### src/rtl/i2cs_pkg.sv
// Shared constants and state encoding for the I2C-slave RAM read streamer.
package i2cs_pkg;

   localparam int ADDR_W_DEF = 8;
   localparam int DATA_W_DEF = 8;

   typedef enum logic [1:0] {
      IDLE   = 2'd0,
      STREAM = 2'd1,
      DONE   = 2'd2
   } state_e;

endpackage

### src/rtl/i2cs_ram_rd_stream.sv
// Streams a run of bytes out of the I2C-slave buffer RAM onto a valid/ready
// interface, one byte per cycle while the consumer keeps accepting.
module i2cs_ram_rd_stream
   import i2cs_pkg::*;
#(
   parameter int ADDR_W = ADDR_W_DEF,
   parameter int DATA_W = DATA_W_DEF
) (
   input  logic              clk_i,
   input  logic              rst_ni,
   input  logic              start_i,
   input  logic [ADDR_W-1:0] start_addr_i,
   input  logic [ADDR_W:0]   len_i,
   input  logic              abort_i,
   output logic [ADDR_W-1:0] ram_rd_addr_o,
   input  logic [DATA_W-1:0] ram_rd_data_i,
   output logic [DATA_W-1:0] tx_data_o,
   output logic              tx_valid_o,
   input  logic              tx_ready_i,
   output logic              busy_o,
   output logic              done_o,
   output logic [ADDR_W:0]   rd_count_o
);

   localparam logic [ADDR_W:0] DEPTH = {1'b1, {ADDR_W{1'b0}}};

   state_e              state_q;
   logic [ADDR_W-1:0]   ptr_q;
   logic [ADDR_W:0]     rem_q;
   logic [DATA_W-1:0]   tx_data_q;
   logic                tx_valid_q;
   logic                done_q;
   logic [ADDR_W:0]     rd_count_q;

   logic [ADDR_W:0]     len_sat;
   logic                handshake;

   always_comb begin
      len_sat   = (len_i > DEPTH) ? DEPTH : len_i;
      handshake = tx_valid_q && tx_ready_i;
   end

   // In IDLE the RAM is already addressed by start_addr_i so the first byte
   // can be captured on the same edge that accepts the start request.
   assign ram_rd_addr_o = (state_q == IDLE) ? start_addr_i : ptr_q;

   always_ff @(posedge clk_i) begin
      if (!rst_ni) begin
         state_q    <= IDLE;
         ptr_q      <= '0;
         rem_q      <= '0;
         tx_data_q  <= '0;
         tx_valid_q <= 1'b0;
         done_q     <= 1'b0;
         rd_count_q <= '0;
      end else begin
         done_q <= 1'b0;
         case (state_q)
            IDLE: begin
               if (start_i && !abort_i) begin
                  rd_count_q <= '0;
                  if (len_i == '0) begin
                     state_q <= DONE;
                     done_q  <= 1'b1;
                  end else begin
                     state_q    <= STREAM;
                     tx_data_q  <= ram_rd_data_i;
                     tx_valid_q <= 1'b1;
                     ptr_q      <= start_addr_i + ADDR_W'(1);
                     rem_q      <= len_sat - (ADDR_W+1)'(1);
                  end
               end
            end
            STREAM: begin
               if (abort_i) begin
                  state_q    <= IDLE;
                  tx_valid_q <= 1'b0;
                  if (handshake) rd_count_q <= rd_count_q + (ADDR_W+1)'(1);
               end else if (handshake) begin
                  rd_count_q <= rd_count_q + (ADDR_W+1)'(1);
                  if (rem_q != '0) begin
                     tx_data_q <= ram_rd_data_i;
                     ptr_q     <= ptr_q + ADDR_W'(1);
                     rem_q     <= rem_q - (ADDR_W+1)'(1);
                  end else begin
                     tx_valid_q <= 1'b0;
                     state_q    <= DONE;
                     done_q     <= 1'b1;
                  end
               end
            end
            DONE:    state_q <= IDLE;
            default: state_q <= IDLE;
         endcase
      end
   end

   assign tx_data_o  = tx_data_q;
   assign tx_valid_o = tx_valid_q;
   assign done_o     = done_q;
   assign rd_count_o = rd_count_q;
   assign busy_o     = (state_q != IDLE);

endmodule

### config.mk
export PLATFORM = sky130hd
export DESIGN_NAME = i2cs_ram_rd_stream
export DESIGN_NICKNAME = d
export VERILOG_FILES = /design/src/rtl/i2cs_pkg.sv /design/src/rtl/i2cs_ram_rd_stream.sv
export SDC_FILE = /design/constraint.sdc
export NUM_CORES = 1
export LEC_CHECK = 0
export ABC_CLOCK_PERIOD_IN_PS = 3620
export BUFFER_PORTS_ARGS = -buffer_cell sky130_fd_sc_hd__buf_2
export CORE_AREA = 2 2 70 105
export CTS_BUF_LIST = sky130_fd_sc_hd__clkbuf_16
export CTS_CLUSTER_SIZE = 12
export DETAILED_ROUTE_END_ITERATION = 10
export DIE_AREA = 0 0 72 107
export GPL_TIMING_DRIVEN = 0
export PLACE_DENSITY_LB_ADDON = 0.08
export SLEW_MARGIN = 20
export SYNTH_ARGS = -nofsm -noshare
export SYNTH_HDL_FRONTEND = slang
export SYNTH_SLANG_ARGS = --single-unit
### constraint.sdc
create_clock -name clk_i -period 3.62 [get_ports clk_i]
set_input_delay 0.181 -clock clk_i [delete_from_list [all_inputs] [get_ports clk_i]]
set_output_delay 0.181 -clock clk_i [all_outputs]
set_load 0.05 [all_outputs]
==> results of run 1 <==
sequential cells by signal, summed over array words and instances, names as in the netlist:
name / count
rd_count_o: 9
ptr_q: 8
done_o: 1
tx_valid_o: 1
rem_q: 9
state_q: 2
tx_data_o: 8
metrics by stage:
stage / std cells / setup slack (ps)
floorplan: 299 / 1000
global placement: 434 / 279
detailed placement: 434 / 315
CTS: 442 / 283
global route: 442 / 27.8
finish: 442 / 296
placed cells by master (no fill, tap or decap), types with 3 or more instances in the layout:
master and count:
clkbuf_1 9, a21o_1 4, nand2b_1 3, mux2i_1 3, a22oi_1 3, a32oi_1 3
nand2_1 48, nor4_1 4, nor2b_1 5, nor3_1 6, a21oi_1 30, nor2_1 21
o21ai_0 13, ha_1 3, nand3_1 15, nand4_1 7, or3_1 5, xor2_1 5
and3_1 11, o21a_1 4, mux2_2 9, buf_2 59, clkbuf_16 5, inv_1 4
dfxtp_1 38
worst max path at each step:
stage                                  from               endpoint
finish              state_q[0]$_SDFFE_PN0P_  rem_q[8]$_SDFFE_PN0P_
global route        state_q[0]$_SDFFE_PN0P_  rem_q[8]$_SDFFE_PN0P_
CTS                 state_q[0]$_SDFFE_PN0P_  rem_q[8]$_SDFFE_PN0P_
detailed placement  state_q[0]$_SDFFE_PN0P_  rem_q[8]$_SDFFE_PN0P_
global placement    state_q[0]$_SDFFE_PN0P_  rem_q[8]$_SDFFE_PN0P_
floorplan           state_q[1]$_SDFFE_PN0P_  ptr_q[6]$_SDFFE_PN0P_
report_power, final:
| group | switching [mW] | total [mW] | leakage [nW] | internal (mW) |
|---|---|---|---|---|
| Sequential | 0.0185 | 0.456 | 0.309 | 0.437 |
| Clock | 0.190 | 0.586 | 0.0940 | 0.396 |
| Combinational | 0.163 | 0.248 | 0.831 | 0.0857 |
cells by family after synthesis:
family                     after synthesis  share of synthesized area (%)
and+or+nand+nor                        139                           30.3
AOI/OAI and AO/OA                       79                           22.1
DFF                                     38                           32.8
buffers and inverters                   19                           3.67
muxes                                   14                           6.90
xor gates and xnor gates                 7                           2.64
adders and majority gates                3                           1.62
final cells by class:
cell class	instances	area (um^2)	share of cell area [%]
Sequential cell	38	761	26.3
Multi-Input combinational cell	242	1480	50.9
Buffer	15	70.1	2.42
Inverter	4	15.0	0.518
Clock inverter	3	68.8	2.37
Timing Repair Buffer	57	285	9.84
Tap cell	78	97.6	3.37
Clock buffer	5	125	4.32
metal layers:
layer  wire [um]  vias up
met3         334       15
met2        3520       74
met4         188        0
met1        3050     1177
li1            -     1210
met5           0        -
worst min-delay path, delay by kind of cell:
| kind | cells | cell delay (ps) |
|---|---|---|
| AOI/OAI and AO/OA | 1 | 50 |
| buffers and inverters | 1 | 90 |
| and+or+nand+nor | 1 | 40 |
==> impl_metrics.ini, run 1 <==
[setup_path]
worst_path_largest_cell_delay_ps = 430
r2r_end = rem_q[8]$_SDFFE_PN0P_
crit_type = register to register
arrival_ps = 3500
rrSetupSlack_ps = 300
crit_buf_inv = 4
cpMostUsedCell = buf_2
slowest_stage = nor4_1
reg2reg_depth = 12
worst-path-stages = 12
cp-end-kind = register
crit_fanout = 10
path_cells = buf_2 -> and2b_1 -> clkbuf_1 -> buf_2 -> buf_1 -> nor3b_1 -> a21oi_1 -> ha_1 -> nand3_1 -> nor4_1 -> o21ai_0 -> a21bo_2
worstPathRequired_ps = 3800
cp-start-kind = register
cpLargestDelayFamily = buffers and inverters
crit-reg2reg-launch = state_q[0]$_SDFFE_PN0P_

[route]
totalWireLength_um = 7090
wl_per_cell_um = 16.0
ant_nets = 0
vias_per_cell = 5.60
drc_errors = 0
drtIter0Drc = 132
via_count = 2476
drt_first_pass_iters = 4

[timing]
tns_ps = 0
period_share_pct = 91.8
slew_headroom_pct = 54.9
fmax_ghz = 0.301
finalCriticalPeriod_ps = 3320
slew_viol_final = 0
tightestPinTransition_ps = 676
rsz0062_at_grt = no
hold_slack_ps = 132
skew_ps = 6.01
hold_viol_final = 0
setup_viol = 0

[yosys]
avgSynthCellArea_um2 = 7.76
ys_warn_count = 0
syn-num-nets = 332
synthCells = 299
synth_top_cell_area_share_pct = 32.8
ys_seq_elements = 38
post_synth_num_cell_types = 56
syn-cell-area_um2 = 2320
synth_area_leader_cell = dfxtp_1
yosys.cell_count.top_type = nand2_1
seq_area_frac_synth_pct = 32.8
synth_area_leaders = dfxtp_1 (33%), nand2_1 (7.8%), a21oi_1 (6.5%), mux2_2 (4.4%), nor2_1 (3.4%)
synthArstFlopShare_pct = 0
synth_edf_count = 0
synth_ff_type = dfxtp_1
netlist_top_cells_count = nand2_1 (48), dfxtp_1 (38), a21oi_1 (30)

[grt]
antenna_found_initial = 0
grt.busiest_layer = met2
met3_usage_pct = 3.67
grt_pass1_wl_um = 11700
grt_max_degree = 14
first_global_vias = 2416
grt.total_usage_pct = 19.3
overflow = 0
met1_usage_pct = 22.7
grt_util_met2_pct = 34.3

[floorplanning]
dieArea_um2 = 7700
ios = 58
initial_core_util_pct = 34.1
die_w_um = 72
num_rows = 37
core_area_um2 = 6810
die_h_um = 107

[clock_tree]
cts-root-buf = clkbuf_16
holdBufCountCts = 0
cts_buffers = 5
cts_resized = 0
cts_tree = yes
cts_max_path_buffers = 2
clock_latency_ps = 280
post_cts_buffers = 0
htreeDepth = 2
clkTransAtPathRegs_ps = 60
clkSinkCount = 38

[placed_design]
place_hpwl_um = 5320
portBuffers = 57
gp_congestion = 0.817
postPlaceCellArea_um2 = 2700

[worst_hold_path]
hold_class = primary input to register
worstHoldStart = ram_rd_data_i[5]
whs_path_depth = 3
hold_end = tx_data_o[5]$_SDFFE_PN0P_

[final_layout]
drive_gt1_share_pct = 24.2
syn_to_final_growth_pct = 24.9
fin_area_um2 = 2900
final_nets = 396
final_util_pct = 42.6
n_antenna_cell = 0
n_fill_cell = 738

[power_and_ir_drop]
vdd_drop_max_mv = 0.264
finalPower_mw = 1.29
p_per_area_nw_per_um2 = 445
p_leak_nw = 1.23

[run_status]
status = finished, final reports clean

[run]
cap_viol_max_count = 0
(Power assumes the default switching activity.)
==> inputs of run 2 (changes only) <==
Settings changed: ABC_CLOCK_PERIOD_IN_PS 3620 to 3150.
Clock period 3.62 ns to 3.15 ns, I/O delays scaled along.
==> impl_metrics.ini, run 2 (synthesized netlist as in run 1, its figures left out) <==
[final_layout]
fin_area_um2 = 2910
register_area_um2 = 761
multi_input_comb_area_um2 = 1480
final_cells = 442
n_antenna_cell = 0
final_nets = 396
n_fill_cell = 741
final_common_cell = buf_2
syn_to_final_growth_pct = 25.4
drive_gt1_share_pct = 25.5
layout_common_cells = buf_2 (59), nand2_1 (48), dfxtp_1 (38)

[timing]
fmax_ghz = 0.341
slew_headroom_pct = 55.7
hold_viol_final = 0
slew_viol_final = 0
tightestPinTransition_ps = 664
period_share_pct = 93.1
hold_slack_ps = 109
skew_ps = 6.15
rsz0062_at_grt = no
setup_viol = 0
finalCriticalPeriod_ps = 2930

[floorplanning]
die_h_um = 107
die_w_um = 72
initial_core_util_pct = 34.1
dieArea_um2 = 7700
ios = 58
num_rows = 37
core_area_um2 = 6810

[placed_design]
dp.cells = 434
postPlaceCellArea_um2 = 2700
place_hpwl_um = 5320
portBuffers = 57
gp_congestion = 0.817

[setup_path]
worstPathRequired_ps = 3380
arrival_ps = 3160
cpLargestDelayFamily = buffers and inverters
slowest_stage = or4b_1
cpMostUsedCell = buf_2
cp-end-kind = register
path_cells = buf_2 -> and2b_1 -> clkbuf_2 -> buf_2 -> clkbuf_4 -> nor3b_1 -> a21oi_1 -> ha_1 -> nand3_1 -> or4b_1 -> o22ai_1 -> o21a_1
crit_type = register to register
crit_fanout = 10
cp-start-kind = register
worst_path_largest_cell_delay_ps = 530
crit_buf_inv = 4

[grt]
first_global_vias = 2415
grt.total_usage_pct = 19.2
met1_usage_pct = 22.7
grt_pass1_wl_um = 11700
met3_usage_pct = 3.67
overflow = 0
grt.busiest_layer = met2
antenna_found_initial = 0
grt_util_met2_pct = 34.3
grt_max_degree = 14

[clock_tree]
clkSinkCount = 38
cts_buffers = 5
clkTransAtPathRegs_ps = 60
cts_resized = 3
clock_latency_ps = 280
post_cts_buffers = 0
htreeDepth = 2
cts-root-buf = clkbuf_16
cts_max_path_buffers = 2
cts_tree = yes
holdBufCountCts = 0

[route]
totalWireLength_um = 7140
drt_first_pass_iters = 4
drtIter0Drc = 105
via_count = 2475
vias_per_cell = 5.60
ant_nets = 0
drc_errors = 0
wl_per_cell_um = 16.1

[run_status]
status = finished, final reports clean

[power_and_ir_drop]
vdd_drop_max_mv = 0.302
finalPower_mw = 1.48
p_leak_nw = 1.25
p_per_area_nw_per_um2 = 510

[worst_hold_path]
hold_class = primary input to register

[run]
cap_viol_max_count = 0
[run 2: cell count changes in the layout (fill, tap and decap cells not counted), sizes merged]
cell | previous run | this run
buf | 63 | 62
clkbuf | 14 | 15
[run 2: path summary, 6_finish.rpt]
check / start / end / slack [ps] / cells past startpoint
hold reg to reg: tx_data_o[5]$_SDFFE_PN0P_ / tx_data_o[5]$_SDFFE_PN0P_ / 450 / 2
setup / recovery: state_q[0]$_SDFFE_PN0P_ / rem_q[6]$_SDFFE_PN0P_ / 220 / 12
hold / removal: ram_rd_data_i[5] / tx_data_o[5]$_SDFFE_PN0P_ / 110 / 3
setup reg to reg: state_q[0]$_SDFFE_PN0P_ / rem_q[6]$_SDFFE_PN0P_ / 220 / 12
[run 2: metrics by stage]
step | setup TNS [ps] | worst slack [ps] | util [%]
detailed placement | -379 | -155 | 39.7
global route | 0 | 9.45 | 42.8
floorplan | 0 | 531 | -
global placement | -452 | -191 | 39.7
finish | 0 | 218 | 42.8
CTS | 0 | 119 | 42.6
[run 2: routing by layer]
layer,up-vias,routed length [um]
met5,-,0
met1,1177,3100
met3,14,308
met2,73,3550
met4,0,179
li1,1211,-
[run 2: area by class of cell]
type | instances | share of cell area (%)
Buffer | 15 | 2.66
Clock buffer | 5 | 4.30
Clock inverter | 3 | 2.36
Inverter | 4 | 0.516
Multi-Input combinational cell | 242 | 50.9
Sequential cell | 38 | 26.1
Tap cell | 78 | 3.35
Timing Repair Buffer | 57 | 9.80
[run 2: where the power goes]
| group | leakage, nW | switching (mW) | internal (mW) | total, mW |
|---|---|---|---|---|
| Clock | 0.0940 | 0.216 | 0.456 | 0.671 |
| Combinational | 0.844 | 0.188 | 0.100 | 0.288 |
| Sequential | 0.309 | 0.0217 | 0.503 | 0.524 |
[run 2: tightest hold or removal path, cell delays in order]
cell,delay [ps]
buf_2,90
nand2_1,40
a21oi_1,50
